### src/rtl/ps2_kbd_pkg.sv
// -----------------------------------------------------------------------------
// ps2_kbd_pkg : register map, STATUS bit positions and key-event entry type
// Rev 1.0
// -----------------------------------------------------------------------------
`default_nettype none

package ps2_kbd_pkg;

  localparam logic c_REG_DATA   = 1'b0;
  localparam logic c_REG_STATUS = 1'b1;

  localparam int c_STAT_INT_EN  = 0;
  localparam int c_STAT_OVF     = 1;
  localparam int c_STAT_FULL    = 2;
  localparam int c_STAT_FLUSH   = 2;
  localparam int c_DATA_VALID   = 31;
  localparam int c_COUNT_LSB    = 24;

  // Field order follows ps2_key[9:0] so the entry is a straight copy.
  typedef struct packed {
    logic       pressed;
    logic       ext;
    logic [7:0] code;
  } kbd_entry_t;

  localparam int c_ENTRY_W = $bits(kbd_entry_t);

  function automatic logic [31:0] pack_data(input logic valid, input logic [c_ENTRY_W-1:0] entry);
    logic [31:0] r;
    r = '0;
    if (valid) begin
      r[c_DATA_VALID]      = 1'b1;
      r[c_ENTRY_W-1:0]     = entry;
    end
    return r;
  endfunction

  function automatic logic [31:0] pack_status(input logic [7:0] count, input logic full,
                                              input logic ovf, input logic int_en);
    logic [31:0] r;
    r = '0;
    r[c_COUNT_LSB+:8]  = count;
    r[c_STAT_FULL]     = full;
    r[c_STAT_OVF]      = ovf;
    r[c_STAT_INT_EN]   = int_en;
    return r;
  endfunction

endpackage

`default_nettype wire

### src/rtl/sync_fifo.sv
// -----------------------------------------------------------------------------
// sync_fifo : single-clock FIFO with push/pop/flush and full/empty/count
// Rev 1.0
// -----------------------------------------------------------------------------
`default_nettype none

module sync_fifo #(
  parameter int WIDTH = 10,
  parameter int DEPTH = 16
) (
  input  logic                       clk_i,
  input  logic                       rst_i,
  input  logic                       i_push,
  input  logic                       i_pop,
  input  logic                       i_flush,
  input  logic [WIDTH-1:0]           i_data,
  output logic [WIDTH-1:0]           o_data,
  output logic                       o_full,
  output logic                       o_empty,
  output logic [$clog2(DEPTH):0]     o_count
);

  localparam int AW = $clog2(DEPTH);
  localparam int CW = AW + 1;

  logic [WIDTH-1:0] r_mem [DEPTH];
  logic [AW-1:0]    r_wr_ptr;
  logic [AW-1:0]    r_rd_ptr;
  logic [CW-1:0]    r_count;
  logic             w_do_pop;
  logic             w_do_push;

  assign o_full  = (r_count == CW'(DEPTH));
  assign o_empty = (r_count == '0);
  assign o_count = r_count;
  assign o_data  = r_mem[r_rd_ptr];

  // A pop in the same cycle frees the slot, so a push into a full FIFO still lands.
  assign w_do_pop  = i_pop & ~o_empty & ~i_flush;
  assign w_do_push = i_push & ~i_flush & (~o_full | w_do_pop);

  always_ff @(posedge clk_i) begin
    if (w_do_push) begin
      r_mem[r_wr_ptr] <= i_data;
    end
  end

  always_ff @(posedge clk_i or posedge rst_i) begin
    if (rst_i) begin
      r_wr_ptr <= '0;
      r_rd_ptr <= '0;
      r_count  <= '0;
    end else if (i_flush) begin
      r_wr_ptr <= '0;
      r_rd_ptr <= '0;
      r_count  <= '0;
    end else begin
      if (w_do_push) begin
        r_wr_ptr <= r_wr_ptr + 1'b1;
      end
      if (w_do_pop) begin
        r_rd_ptr <= r_rd_ptr + 1'b1;
      end
      case ({w_do_push, w_do_pop})
        2'b10:   r_count <= r_count + 1'b1;
        2'b01:   r_count <= r_count - 1'b1;
        default: r_count <= r_count;
      endcase
    end
  end

endmodule

`default_nettype wire

### src/rtl/ps2_kbd.sv
// -----------------------------------------------------------------------------
// ps2_kbd : PS/2 key-event queue behind a Wishbone DATA/STATUS register pair
// Rev 1.0
// -----------------------------------------------------------------------------
`default_nettype none

module ps2_kbd
  import ps2_kbd_pkg::*;
#(
  parameter int DEPTH = 16
) (
  input  logic        clk_i,
  input  logic        rst_i,
  input  logic        i_wb_cyc,
  input  logic        i_wb_stb,
  input  logic        i_wb_we,
  input  logic [3:0]  i_wb_sel,
  input  logic        i_wb_adr,
  input  logic [31:0] i_wb_dat,
  output logic [31:0] o_wb_dat,
  output logic        o_wb_ack,
  output logic        o_wb_stall,
  input  logic [10:0] ps2_key,
  output logic        interrupt
);

  localparam int CW = $clog2(DEPTH) + 1;

  logic                 r_first;
  logic                 r_prev_tog;
  logic                 r_ovf;
  logic                 r_int_en;
  logic                 r_irq;
  logic                 r_ack;
  logic [31:0]          r_dat;

  logic                 w_req;
  logic                 w_rd_data;
  logic                 w_wr_stat;
  logic                 w_flush;
  logic                 w_event;
  logic                 w_pop;
  logic                 w_ovf_set;
  logic                 w_full;
  logic                 w_empty;
  logic [CW-1:0]        w_count;
  logic [c_ENTRY_W-1:0] w_head;
  logic [c_ENTRY_W-1:0] w_entry;
  logic                 w_unused;

  assign w_req     = i_wb_cyc & i_wb_stb;
  assign w_rd_data = w_req & ~i_wb_we & (i_wb_adr == c_REG_DATA);
  assign w_wr_stat = w_req & i_wb_we & (i_wb_adr == c_REG_STATUS) & i_wb_sel[0];
  assign w_flush   = w_wr_stat & i_wb_dat[c_STAT_FLUSH];
  assign w_pop     = w_rd_data & ~w_empty;
  assign w_entry   = ps2_key[9:0];

  // First cycle after reset only latches the toggle level, never queues it.
  assign w_event   = ~r_first & (ps2_key[10] ^ r_prev_tog);
  assign w_ovf_set = w_event & w_full & ~w_pop & ~w_flush;

  assign w_unused  = ^{i_wb_sel[3:1], i_wb_dat[31:3]};

  sync_fifo #(
    .WIDTH (c_ENTRY_W),
    .DEPTH (DEPTH)
  ) u_fifo (
    .clk_i   (clk_i),
    .rst_i   (rst_i),
    .i_push  (w_event),
    .i_pop   (w_pop),
    .i_flush (w_flush),
    .i_data  (w_entry),
    .o_data  (w_head),
    .o_full  (w_full),
    .o_empty (w_empty),
    .o_count (w_count)
  );

  always_ff @(posedge clk_i or posedge rst_i) begin
    if (rst_i) begin
      r_first    <= 1'b1;
      r_prev_tog <= 1'b0;
      r_ovf      <= 1'b0;
      r_int_en   <= 1'b0;
      r_irq      <= 1'b0;
      r_ack      <= 1'b0;
      r_dat      <= '0;
    end else begin
      r_first    <= 1'b0;
      r_prev_tog <= ps2_key[10];
      r_ack      <= w_req;
      r_irq      <= r_int_en & ~w_empty;
      if (w_wr_stat) begin
        r_int_en <= i_wb_dat[c_STAT_INT_EN];
      end
      if (w_ovf_set) begin
        r_ovf <= 1'b1;
      end else if (w_wr_stat && i_wb_dat[c_STAT_OVF]) begin
        r_ovf <= 1'b0;
      end
      if (w_req && !i_wb_we) begin
        if (i_wb_adr == c_REG_DATA) begin
          r_dat <= pack_data(~w_empty, w_head);
        end else begin
          r_dat <= pack_status(8'(w_count), w_full, r_ovf, r_int_en);
        end
      end else if (w_req) begin
        r_dat <= '0;
      end
    end
  end

  assign o_wb_dat   = r_dat;
  assign o_wb_ack   = r_ack;
  assign o_wb_stall = 1'b0;
  assign interrupt  = r_irq;

endmodule

`default_nettype wire

### config.mk
export PLATFORM = sky130hd
export DESIGN_NAME = ps2_kbd
export DESIGN_NICKNAME = d
export VERILOG_FILES = /design/src/rtl/ps2_kbd_pkg.sv /design/src/rtl/sync_fifo.sv /design/src/rtl/ps2_kbd.sv
export SDC_FILE = /design/constraint.sdc
export NUM_CORES = 1
export LEC_CHECK = 0
export CAP_MARGIN = 20
export CORE_ASPECT_RATIO = 1.1
export CORE_MARGIN = 3
export CORE_UTILIZATION = 60
export CTS_CLUSTER_DIAMETER = 120
export DETAILED_ROUTE_END_ITERATION = 8
export DONT_BUFFER_PORTS = 1
export PLACE_DENSITY = 0.78
export REMOVE_ABC_BUFFERS = 1
export SETUP_SLACK_MARGIN = 0.05
export SKIP_LAST_GASP = 1
export SLEW_MARGIN = 20
export SYNTH_ARGS = -nofsm -noshare
export SYNTH_HDL_FRONTEND = slang
export SYNTH_SLANG_ARGS = --single-unit
export TNS_END_PERCENT = 100
### constraint.sdc
create_clock -name clk_i -period 3.2 [get_ports clk_i]
set_clock_uncertainty 0.1 [all_clocks]
set_input_delay 0 -clock clk_i [delete_from_list [all_inputs] [get_ports clk_i]]
set_output_delay 0 -clock clk_i [all_outputs]
set_load 0.05 [all_outputs]
* After elaboration in Yosys (flattened, before gate mapping)
Memories as Yosys holds them, arrays and structs flattened.
Index checks and enable logic that the tools add are counted.
** Storage, ports and cells
- Register bits after elaboration :: 51
- Memory bits (writable) :: 160
- Output and inout bits :: 35
- Word-level logic and storage cells :: 68
- Memories kept :: 1
** Operators by class
- Add/sub/neg operators :: 4
- Equality and inequality tests :: 3
- Muxes and demuxes :: 15
- Bitwise gates (word level) :: 26
- Reductions and logical operators :: 9
** Memories
- u_fifo.r_mem :: words 16, width 10, read ports 1, clocked after Yosys merged registers in 0, wr ports 1, RTL line sync_fifo.sv:26 : logic [WIDTH-1:0] r_mem [DEPTH];
** Operators by type and width (count)
- $mux W32 :: 3
- $and A1 B1 Y1 :: 17
- $mux W4 :: 4
- $mux W10 :: 1
- $pmux W5 S2 :: 1
- $add A4 B1 Y4 const B :: 2
- $reduce_bool A2 Y1 :: 4
- $not A1 Y1 :: 7
- $add A5 B1 Y5 const B :: 1
- $eq A5 B5 Y1 const B :: 1
- $logic_not A5 Y1 :: 1
- $mux W1 :: 5
- $mux W5 :: 1
- $sub A5 B1 Y5 const B :: 1
- $reduce_bool A3 Y1 :: 1
- $eq A2 B1 Y1 const B :: 1
- $eq A2 B2 Y1 const B :: 1
- $logic_and A1 B1 Y1 :: 2
- $logic_not A1 Y1 :: 1
- $or A1 B1 Y1 :: 1
- $xor A1 B1 Y1 :: 1

* Longest topological paths before layout
Gate-level depths: netlist (run 1).
- Depth in word-level cells :: 12
- Gate-level depth with buffers :: 11
- Mapped depth without buffers :: 10

* Hierarchy
Synthesis (run 1) repeated with hierarchy kept, for this count alone.
** Second synthesis, totals
- Cells, all modules :: 446
- Area total of the unflattened synthesis :: 8036.5 µm²
** By module, submodules not included
- sync_fifo :: times used 1, cells an instance 368, area an instance 7021.7 µm², seq. area each 5129.9 µm²
- ps2_kbd :: times used 1, cells an instance 78, area an instance 1014.7 µm², seq. area each 551.8 µm²

* Least setup slack after synthesis (run 1)
No wires, ideal clock.
- Path type :: register to register
- Start point :: reg u_fifo.r_count[0], in the netlist u_fifo.o_count[0]
- End point :: mem u_fifo.r_mem[11][0] (enable)
- Setup time :: 0.404 ns
- Data arrival time :: 2.315 ns
- Required time :: 2.696 ns
- Setup slack :: 0.382 ns
- Stages on the path, launching flop included :: 6
- Path buffers :: 1
- Period minus slack after synthesis :: 2.818 ns
- Cells stage by stage :: dfrtp_1 > nor4_4 > a2111oi_4 > buf_6 > o211ai_2 > nor4_1
** On the way
- Word-level cells in the longest chain between the ends :: 9
** RTL lines
- from (decl) :: RTL line sync_fifo.sv:29 : logic [CW-1:0] r_count;
- from (signal assigned) :: RTL line sync_fifo.sv:65 : 2'b10: r_count <= r_count + 1'b1;
- from (signal assigned) :: RTL line sync_fifo.sv:66 : 2'b01: r_count <= r_count - 1'b1;
- from (signal assigned) :: RTL line sync_fifo.sv:67 : default: r_count <= r_count;
- $logic_not A5 Y1 :: RTL line sync_fifo.sv:34 : assign o_empty = (r_count == '0);
- $not A1 Y1 :: RTL line sync_fifo.sv:39, ps2_kbd.sv:55
- $and A1 B1 Y1 :: RTL line ps2_kbd.sv:55 : assign w_pop = w_rd_data & ~w_empty;
- $and A1 B1 Y1 (2 in a row) :: RTL line sync_fifo.sv:39 : assign w_do_pop = i_pop & ~o_empty & ~i_flush;
- $or A1 B1 Y1 (*) :: RTL line sync_fifo.sv:40 : assign w_do_push = i_push & ~i_flush & (~o_full | w_do_pop);
- $and A1 B1 Y1 (*) :: RTL line sync_fifo.sv:40
- $mux W1 (*) :: RTL line sync_fifo.sv:43 : if (w_do_push) begin
- $mux W1 (not written as such) (*) :: RTL line sync_fifo.sv:44 : r_mem[r_wr_ptr] <= i_data;
- to (decl) :: RTL line sync_fifo.sv:26
Every way passes the cells marked *; elsewhere a longest branch is shown, timed or not.

* Worst setup path after layout (run 1)
- Start point :: reg u_fifo.r_count[0], in the netlist u_fifo.o_count[0]
- End point :: mem u_fifo.r_mem[2][1] (enable)
The elaborated chain is that of the path after synthesis.

==> reports/metrics.csv, run 1 <==
stage,metric,value,unit
floorplanning,start_util,0.6248,
sta,holdWs,0.02386,ns
place,postPlaceCellArea,8295,um^2
outcome,outcome,finished clean,
critical_path,crit-reg2reg-capture,u_fifo.r_mem[2][1],
clocking,htree_levels,4,
logic_synthesis,synth-edff-count,160,
run,cap_violations,0,
grt,grt_max_degree,26,
place,io_buffers,0,
pwr,ir_worst_vdd,562.2,uV
critical_path,crit_path_start_kind,register,
detailed_routing,drtIter0Drc,362,
grt,grt_pass1_vias,4551,
critical_path,timing.rr.start,u_fifo.o_count[0],
clocking,clock-sinks,195,
pwr,pwr-share-seq,0.484,
pwr,powerDensity,786.9,nW/um^2
finish,finalInstanceArea,9111,um^2
critical_path,path_class,register to register,
logic_synthesis,async_reset_ff_frac,0.1795,
logic_synthesis,ys_seq_elements,195,
hold_path,min_from,i_wb_cyc,
detailed_routing,vias_per_cell,6.517,
pwr,intPower,4.975,mW
logic_synthesis,ys.flop_type,edfxtp_1,
grt,overflow,0,
clocking,clock_latency,0.43,ns
grt,grt_pass1_wl,26050,um
place,dp_hpwl,10600,um
pwr,p_leak,3.239,nW
floorplanning,die_w,116.1,um
clocking,cts_tree,done,
floorplanning,pin_count,88,
critical_path,worstSetupEndpointType,register,
detailed_routing,wirelength,17050,um
sta,tns,0,ns
detailed_routing,vias,4340,
pwr,switchingPower,2.195,mW
pwr,pwr-share-clk,0.302,
clocking,cts_buffers,17,
logic_synthesis,synth_warnings,0,
pwr,combPwrFrac,0.214,
finish,syn2layout_area_growth,13.89,%
hold_path,hp-class,primary input to register,
hold_path,whs_path_depth,5,
detailed_routing,drc_errors,0,
logic_synthesis,synthesis.area,8000,um^2
critical_path,rr_worst_depth,6,
detailed_routing,wire_per_inst,25.61,um
finish,num-fill-cells,744,
hold_path,hold_end,u_fifo.o_count[4],
finish,nets,556,
clocking,post-cts-setup-buffers,0,
sta,fin_crit_sh,0.9052,
sta,period_needed,2.897,ns
critical_path,cp_max_fo,11,
finish,seqCellArea,5683,um^2
grt,grt_antenna_before_repair,2,
clocking,clock_path_buffers,2,
logic_synthesis,yosysSeqAreaShare,0.7102,
place,place_congestion,0.7540,
clocking,cts.repair.resized,0,
sta,slew-limit-headroom,0.4400,
critical_path,critPathRequiredTime,3.24,ns
floorplanning,core_area,12800,um^2
detailed_routing,drtAntennaViolNets,0,
logic_synthesis,netlist_instances,451,
critical_path,reg2reg_slack,0.30,ns
critical_path,crit_arrival,2.93,ns
detailed_routing,dr.pass1.iters,6,
grt,grt_usage,0.2459,
logic_synthesis,syn_area_per_cell,17.74,um^2
floorplanning,die_h,127.1,um
sta,tightest_slew,0.8331,ns
sta,setup_violations,0,
sta,max_clock_freq,345.2,MHz
floorplanning,die_area,14760,um^2
pwr,swShare,0.3062,
clocking,clkSlewWorstSetupHoldPaths,0.07,ns
sta,slew_violations,0,
floorplanning,rows,43,
finish,drive_gt1_frac,0.2347,
sta,hold_viol_final,0,
sta,rsz0062_at_grt,false,
logic_synthesis,yosys.cell_types.count,56,
finish,final_common_cell,edfxtp_1,
pwr,p_total,7.170,mW
finish,layout.cells.most_common_list,"edfxtp_1 (160), mux4_2 (36), dfrtp_1 (33), buf_4 (28), dlygate4sd3_1 (21)",
clocking,cts_root_buf,clkbuf_16,
finish,multi_input_area,2137,um^2
==> layout make-up <==
class                      instances  area share
sequential                       195      0.6237
inverter                          13    0.005356
clock inverter                    12     0.01689
multi-input combinational        217      0.2346
clock buffer                      20     0.04902
tap                              157     0.02156
timing repair buffer              50     0.04834
antenna                            2   0.0005493
==> cells in the mapped netlist (2+ instances only) <==
| master | instances | area (um^2) |
|---|---|---|
| nand3_1 | 5 | 25.02 |
| nand2_1 | 8 | 30.03 |
| nor2b_1 | 6 | 37.54 |
| a2111oi_0 | 2 | 17.52 |
| a21oi_1 | 10 | 50.05 |
| a221oi_1 | 2 | 17.52 |
| ha_1 | 8 | 100.1 |
| inv_1 | 13 | 48.80 |
| a22oi_1 | 17 | 127.6 |
| mux2i_1 | 7 | 70.07 |
| mux4_2 | 36 | 810.8 |
| o211ai_1 | 2 | 15.01 |
| nor3_1 | 6 | 30.03 |
| a21o_1 | 9 | 67.56 |
| buf_2 | 4 | 20.02 |
| edfxtp_1 | 160 | 4805 |
| a22o_1 | 8 | 70.07 |
| o21ai_1 | 3 | 15.01 |
| dfrtp_1 | 34 | 850.8 |
| a221o_1 | 2 | 20.02 |
| and2_1 | 4 | 25.02 |
| nor2_1 | 19 | 71.32 |
| clkbuf_1 | 15 | 56.30 |
| buf_4 | 19 | 142.6 |
| xnor2_1 | 2 | 17.52 |
| o21ai_0 | 2 | 10.01 |
| nand3b_1 | 2 | 15.01 |
| mux2_2 | 5 | 56.30 |
| nor4_1 | 8 | 50.05 |
| xor2_1 | 5 | 43.79 |
| buf_1 | 3 | 11.26 |
==> routing by layer <==
metal  vias to the layer above  GRT usage  routed length [um]
li1                       1844          -                   -
met3                        32    0.06253                1272
met2                       221     0.4064                8889
met4                         0    0.08464                 393
met5                         -          0                   0
met1                      2243     0.3208                6496
==> flip-flops by register name (all words and copies together) (netlist names) <==
register	cells
interrupt	1
o_wb_ack	1
o_wb_dat	16
r_first	1
r_int_en	1
r_ovf	1
r_prev_tog	1
u_fifo.o_count	5
u_fifo.r_mem	160
u_fifo.r_rd_ptr	4
u_fifo.r_wr_ptr	4
==> critical path, cell delays in order (launching register included) <==
cell and delay, ns:
dfrtp_1 0.49, nor4_4 0.12, a2111oi_4 0.38, buf_4 0.25
o211ai_2 0.26, nor4_2 0.70, buf_4 0.30
==> worst max path at each step <==
stage / from / end / slack (ns) / depth (start not counted)
floorplan: u_fifo.r_rd_ptr[0] / o_wb_dat[1] / -0.0005 / 4
finish: u_fifo.o_count[0] / u_fifo.r_mem[2][1] / 0.30 / 6
CTS: u_fifo.o_count[0] / u_fifo.r_mem[2][0] / 0.30 / 6
detailed placement: u_fifo.o_count[0] / u_fifo.r_mem[2][0] / 0.29 / 6
global route: u_fifo.o_count[0] / u_fifo.r_mem[10][0] / 0.17 / 6
global placement: u_fifo.o_count[0] / u_fifo.r_mem[1][1] / 0.42 / 6
==> stage by stage <==
step	utilization	std cells	worst slack, ns
2_1_floorplan	-	425	-0.0004849
3_3_place_gp	0.6478	611	0.4210
3_5_place_dp	0.6478	611	0.2933
4_1_cts	0.7112	664	0.2971
5_1_grt	0.7116	666	0.1682
6_report	0.7116	666	0.3033
==> power by group through the flow <==
stage	Sequential (mW)	Clock, mW	Combinational (mW)
6_report	3.47	2.17	1.54
2_1_floorplan	3.50	0	0.994
3_5_place_dp	3.52	0	1.46
4_1_cts	3.47	2.19	1.54
5_1_grt	3.50	2.28	1.67
3_3_place_gp	3.49	0	1.42
==> cell families (layout without fill, tap and decap cells) <==
kind of cell | after synthesis | in the layout | synth area share
mux | 48 | 48 | 0.1171
compound gates | 68 | 68 | 0.06725
xor+xnor | 7 | 7 | 0.007664
simple gates | 67 | 67 | 0.04536
other cells | 1 | 20 | 0.0004687
flops | 195 | 195 | 0.7102
fa+ha+maj | 9 | 9 | 0.01501
buf+inv | 56 | 95 | 0.03691
==> what timing repair did <==
action                                 CTS  global route
hold buffers                            21             0
setup endpoints to repair                0             0
endpoints found under the hold margin  207             0
Note: power is estimated with default switching activity, not from simulation.
==> run 2, diff against run 1 <==
CTS_CLUSTER_SIZE = 16   (was default)
PLACE_DENSITY = 0.76   (was 0.78)
==> reports/metrics.csv, run 2 (synthesis results as in run 1) <==
stage,metric,value,unit,change
outcome,outcome,finished clean,,unchanged
place,dp_hpwl,10120,um,was 10600 um
detailed_routing,dr.pass1.iters,5,,was 6
sta,holdWs,0.02450,ns,was 0.02386 ns
sta,slew-limit-headroom,0.2560,,was 0.4400
sta,hold_viol_final,0,,unchanged
sta,tightest_slew,1.110,ns,was 0.8331 ns
finish,antenna_cells,0,,was 2
critical_path,cp_max_fo,5,,was 11
pwr,ir_worst_vdd,500.2,uV,was 562.2 uV
clocking,cts.repair.resized,0,,unchanged
critical_path,crit_path_start_kind,register,,unchanged
finish,fin_util,0.7105,,was 0.7116
place,io_buffers,0,,unchanged
finish,nets,563,,was 556
clocking,cts_root_buf,clkbuf_16,,unchanged
grt,grt_antenna_before_repair,0,,was 2
detailed_routing,drtIter0Drc,370,,was 362
clocking,post-cts-setup-buffers,0,,unchanged
floorplanning,die_w,116.1,um,unchanged
sta,period_needed,2.904,ns,was 2.897 ns
sta,slew_violations,0,,unchanged
finish,largest_reg_flops,160,,unchanged
place,place_inst,618,,was 611
sta,setup_violations,0,,unchanged
detailed_routing,drtAntennaViolNets,0,,unchanged
sta,tns,0,ns,unchanged
sta,max_clock_freq,344.4,MHz,was 345.2 MHz
floorplanning,start_util,0.6248,,unchanged
detailed_routing,wirelength,16090,um,was 17050 um
critical_path,path_class,register to register,,unchanged
detailed_routing,wire_per_inst,24.01,um,was 25.61 um
grt,overflow,0,,unchanged
clocking,clock_path_buffers,2,,unchanged
place,place_congestion,0.7613,,was 0.7540
clocking,clkSlewWorstSetupHoldPaths,0.06,ns,was 0.07 ns
critical_path,crit_arrival,3.11,ns,was 2.93 ns
grt,grt_pass1_wl,24930,um,was 26050 um
finish,drive_gt1_frac,0.2398,,was 0.2347
detailed_routing,drc_errors,0,,unchanged
critical_path,worstSetupEndpointType,register,,unchanged
clocking,cts_tree,done,,unchanged
detailed_routing,vias_per_cell,6.370,,was 6.517
pwr,powerDensity,759.6,nW/um^2,was 786.9 nW/um^2
finish,final_cell_count_no_fill,670,,was 666
floorplanning,die_area,14760,um^2,unchanged
grt,grt_pass1_vias,4569,,was 4551
finish,layout.cells.most_common_list,"edfxtp_1 (160), mux4_2 (36), buf_4 (35), dfrtp_1 (33), dlygate4sd3_1 (21)",,"was edfxtp_1 (160), mux4_2 (36), dfrtp_1 (33), buf_4 (28), dlygate4sd3_1 (21)"
grt,grt_max_degree,45,,was 26
finish,final_common_cell,edfxtp_1,,unchanged
clocking,cts_buffers,17,,unchanged
floorplanning,die_h,127.1,um,unchanged
run,cap_violations,0,,unchanged
place,place_ws,0.3906,ns,was 0.2933 ns
critical_path,critPathRequiredTime,3.40,ns,was 3.24 ns
sta,rsz0062_at_grt,false,,unchanged
sta,setup_slack,0.2964,ns,was 0.3033 ns
clocking,clock-sinks,195,,unchanged
clocking,clock_latency,0.43,ns,about the same
floorplanning,rows,43,,unchanged
hold_path,hp-class,primary input to register,,unchanged
pwr,p_leak,3.242,nW,was 3.239 nW
grt,grt_usage,0.2355,,was 0.2459
floorplanning,pin_count,88,,unchanged
detailed_routing,vias,4268,,was 4340
clocking,cts_hold_buf,21,,unchanged
finish,largest-register,u_fifo.r_mem,,unchanged
finish,syn2layout_area_growth,13.72,%,was 13.89%
sta,fin_crit_sh,0.9074,,was 0.9052
floorplanning,core_area,12800,um^2,unchanged
clocking,htree_levels,4,,unchanged
-- run 2: final cells by class --
class / instances / area [um^2]
fillers: 790 / 3707
flip-flops and latches: 195 / 5683
clock inverters: 11 / 87.58
clock buffers: 20 / 436.7
inverters: 13 / 48.80
repair buffers: 57 / 493.0
well taps: 157 / 196.4
multi-input cells: 217 / 2152
-- run 2: layer usage --
layer	GRT usage	vias up	routed length [um]
met4	0.1003	0	401
met1	0.2952	2196	6165
met2	0.3959	189	8474
met5	0	-	0
li1	-	1851	-
met3	0.05353	32	1048
-- run 2: stage by stage --
step           power, mW  area (um^2)
6_report           6.911         9097
5_1_grt            7.225         9097
4_1_cts            6.958         9097
3_5_place_dp       4.986         8363
3_3_place_gp       4.923         8363
2_1_floorplan      4.497         7818
-- run 2: worst max-delay path: stages (launching register included) --
cell and delay, ns:
dfrtp_1 0.44, nor4_4 0.52, a2111oi_4 0.14, o21ai_1 0.20, inv_1 0.15, ha_1 0.36
nand2b_1 0.08, a21oi_1 0.29, nor3_1 0.12, a311oi_1 0.29, o21ai_1 0.11
-- run 2: final timing paths --
check	startpoint	endpoint	slack (ns)	cells past startpoint
setup / recovery	u_fifo.o_count[1]	u_fifo.o_count[4]	0.30	10
hold / removal	i_wb_cyc	u_fifo.o_count[4]	0.02	5
setup reg to reg	u_fifo.o_count[1]	u_fifo.o_count[4]	0.30	10
hold reg to reg	r_ovf	o_wb_dat[1]	0.42	2
max in group asynchronous	rst_i	u_fifo.r_rd_ptr[0]	2.59	3
min in group asynchronous	rst_i	o_wb_dat[31]	0.03	3
-- run 2: where the power goes --
part / internal [mW] / switching [mW]
sequential: 2.98 / 0.460
clock: 1.06 / 0.854
combinational: 0.731 / 0.826
==> run 3, diff against run 2 <==
CORE_UTILIZATION = 63   (was 60)
GPL_ROUTABILITY_DRIVEN = 0   (was default)
PLACE_DENSITY = 0.79   (was 0.76)
==> reports/metrics.csv, run 3 (synthesis results as in run 1) <==
stage,metric,value,unit,change
outcome,outcome,finished clean,,unchanged
critical_path,cp_max_fo,5,,unchanged
critical_path,cpMostUsedCell,o21ai_1,,unchanged
grt,grt_pass1_vias,4439,,was 4569
critical_path,crit-reg2reg-capture,u_fifo.o_count[4],,unchanged
clocking,clock_latency,0.42,ns,was 0.43 ns
finish,largest-register,u_fifo.r_mem,,unchanged
floorplanning,die_area,14090,um^2,was 14760 um^2
hold_path,hold_end,u_fifo.o_count[4],,unchanged
pwr,p_total,6.870,mW,was 6.911 mW
clocking,htree_levels,4,,unchanged
finish,antenna_cells,0,,unchanged
clocking,clock-sinks,195,,unchanged
clocking,post-cts-setup-buffers,0,,unchanged
pwr,p_leak,3.226,nW,was 3.242 nW
clocking,clock_path_buffers,2,,unchanged
detailed_routing,drtAntennaViolNets,0,,unchanged
critical_path,path_class,register to register,,unchanged
sta,period_needed,2.788,ns,was 2.904 ns
critical_path,rr_worst_depth,10,,unchanged
place,place_ws,0.4405,ns,was 0.3906 ns
grt,grt_pass1_wl,25490,um,was 24930 um
floorplanning,pin_count,88,,unchanged
critical_path,cp_num_buf_inv,1,,unchanged
critical_path,cp_cell_sequence,nor4_4 -> a2111oi_4 -> o21ai_1 -> inv_1 -> ha_1 -> nand2b_1 -> a21oi_1 -> nor3_1 -> a311oi_1 -> o21ai_1,,unchanged
sta,rsz0062_at_grt,false,,unchanged
sta,setup_violations,0,,unchanged
clocking,cts_tree,done,,unchanged
detailed_routing,dr.pass1.iters,4,,was 5
floorplanning,core_area,12240,um^2,was 12800 um^2
floorplanning,start_util,0.6534,,was 0.6248
sta,max_clock_freq,358.6,MHz,was 344.4 MHz
critical_path,critPathRequiredTime,3.40,ns,about the same
finish,syn2layout_area_growth,13.12,%,was 13.72%
detailed_routing,wirelength,16480,um,was 16090 um
pwr,powerDensity,759.1,nW/um^2,was 759.6 nW/um^2
finish,largest_reg_flops,160,,unchanged
critical_path,crit_arrival,2.99,ns,was 3.11 ns
detailed_routing,drtIter0Drc,403,,was 370
finish,layout.cells.most_common_list,"edfxtp_1 (160), mux4_2 (36), dfrtp_1 (33), buf_4 (33), dlygate4sd3_1 (21)",,"was edfxtp_1 (160), mux4_2 (36), buf_4 (35), dfrtp_1 (33), dlygate4sd3_1 (21)"
sta,slew-limit-headroom,0.3373,,was 0.2560
run,cap_violations,0,,unchanged
place,io_buffers,0,,unchanged
detailed_routing,wire_per_inst,24.77,um,was 24.01 um
sta,holdWs,0.05425,ns,was 0.02450 ns
clocking,clkSlewWorstSetupHoldPaths,0.06,ns,about the same
detailed_routing,drc_errors,0,,unchanged
grt,grt_antenna_before_repair,0,,unchanged
sta,slew_violations,0,,unchanged
critical_path,reg2reg_slack,0.41,ns,was 0.30 ns
floorplanning,die_w,113.4,um,was 116.1 um
hold_path,min_from,i_wb_cyc,,unchanged
hold_path,hp-class,primary input to register,,unchanged
sta,fin_crit_sh,0.8714,,was 0.9074
critical_path,worstSetupEndpointType,register,,unchanged
sta,hold_viol_final,0,,unchanged
finish,nets,560,,was 563
grt,grt_usage,0.2525,,was 0.2355
finish,final_common_cell,edfxtp_1,,unchanged
grt,overflow,0,,unchanged
floorplanning,die_h,124.2,um,was 127.1 um
critical_path,crit_path_start_kind,register,,unchanged
critical_path,timing.rr.start,u_fifo.o_count[1],,unchanged
critical_path,slowest_stage,nor4_4,,unchanged
place,dp_hpwl,10490,um,was 10120 um
sta,tightest_slew,0.9930,ns,was 1.110 ns
grt,grt_max_degree,26,,was 45
hold_path,whs_path_depth,5,,unchanged
detailed_routing,vias,4292,,was 4268
pwr,ir_worst_vdd,689.3,uV,was 500.2 uV
finish,drive_gt1_frac,0.2368,,was 0.2398
clocking,cts_root_buf,clkbuf_16,,unchanged
detailed_routing,vias_per_cell,6.454,,was 6.370
sta,setup_slack,0.4116,ns,was 0.2964 ns
floorplanning,rows,42,,was 43
clocking,cts_buffers,17,,unchanged
critical_path,max_stage_delay,0.50,ns,was 0.52 ns
critical_path,cp_top_family,compound AO/OA/AOI/OAI gates,,unchanged
==> run 3: cell count changes in the layout (fill, tap and decap cells not counted), sizes merged <==
cell,delta
buf,-3
clkinvlp,-1
inv,+2
clkbuf,+1
bufinv,-1
==> run 3: worst max-delay path by stage <==
stage,start,end,slack (ns),depth (start not counted)
floorplan,u_fifo.r_rd_ptr[0],o_wb_dat[1],-0.0005,4
global placement,u_fifo.o_count[1],u_fifo.o_count[3],0.47,10
detailed placement,u_fifo.o_count[1],u_fifo.o_count[3],0.44,10
CTS,u_fifo.o_count[1],u_fifo.o_count[3],0.41,10
global route,u_fifo.o_count[1],u_fifo.o_count[4],0.19,10
finish,u_fifo.o_count[1],u_fifo.o_count[4],0.41,10
==> run 3: power breakdown <==
part	switching, mW	total [mW]	internal [mW]	leakage (nW)
registers	0.491	3.47	2.98	1.89
logic	0.784	1.51	0.723	1.08
clock network	0.891	1.89	1.00	0.253
total	2.17	6.87	4.70	3.23
==> run 3: worst reg2reg max path: stages, from the launching register on <==
cell	delay, ns
dfrtp_1	0.45
nor4_4	0.50
a2111oi_4	0.14
o21ai_1	0.21
inv_1	0.14
ha_1	0.36
nand2b_1	0.07
a21oi_1	0.21
nor3_1	0.10
a311oi_1	0.29
o21ai_1	0.10
==> run 3: routing by layer <==
layer	track usage	share of wire	vias to the layer above
li1	-	-	1849
met1	0.3170	0.38	2166
met2	0.4096	0.50	237
met3	0.07920	0.086	40
met4	0.1127	0.033	0
met5	0	0	-
==> run 3: area by class of cell <==
| class | instances | area [um^2] |
|---|---|---|
| Sequential cell | 195 | 5683 |
| Fill cell | 681 | 3194 |
| Multi-Input combinational cell | 217 | 2147 |
| Timing Repair Buffer | 54 | 457.9 |
| Clock buffer | 21 | 440.4 |
| Tap cell | 154 | 192.7 |
| Clock inverter | 11 | 80.08 |
| Inverter | 13 | 48.80 |
==> run 3: metrics by stage <==
step / setup TNS, ns / util / area (um^2) / std cells
floorplan: -0.0004849 / - / 7818 / 425
global placement: 0 / 0.6794 / 8319 / 612
detailed placement: 0 / 0.6794 / 8319 / 612
CTS: 0 / 0.7391 / 9050 / 665
global route: 0 / 0.7391 / 9050 / 665
finish: 0 / 0.7391 / 9050 / 665
==> run 3: repair_timing <==
action                                 in CTS  in global routing
endpoints found under the hold margin     203                  0
hold buffers                               21                  0
gates resized for setup                     0                  0
setup endpoints to repair                   0                  0
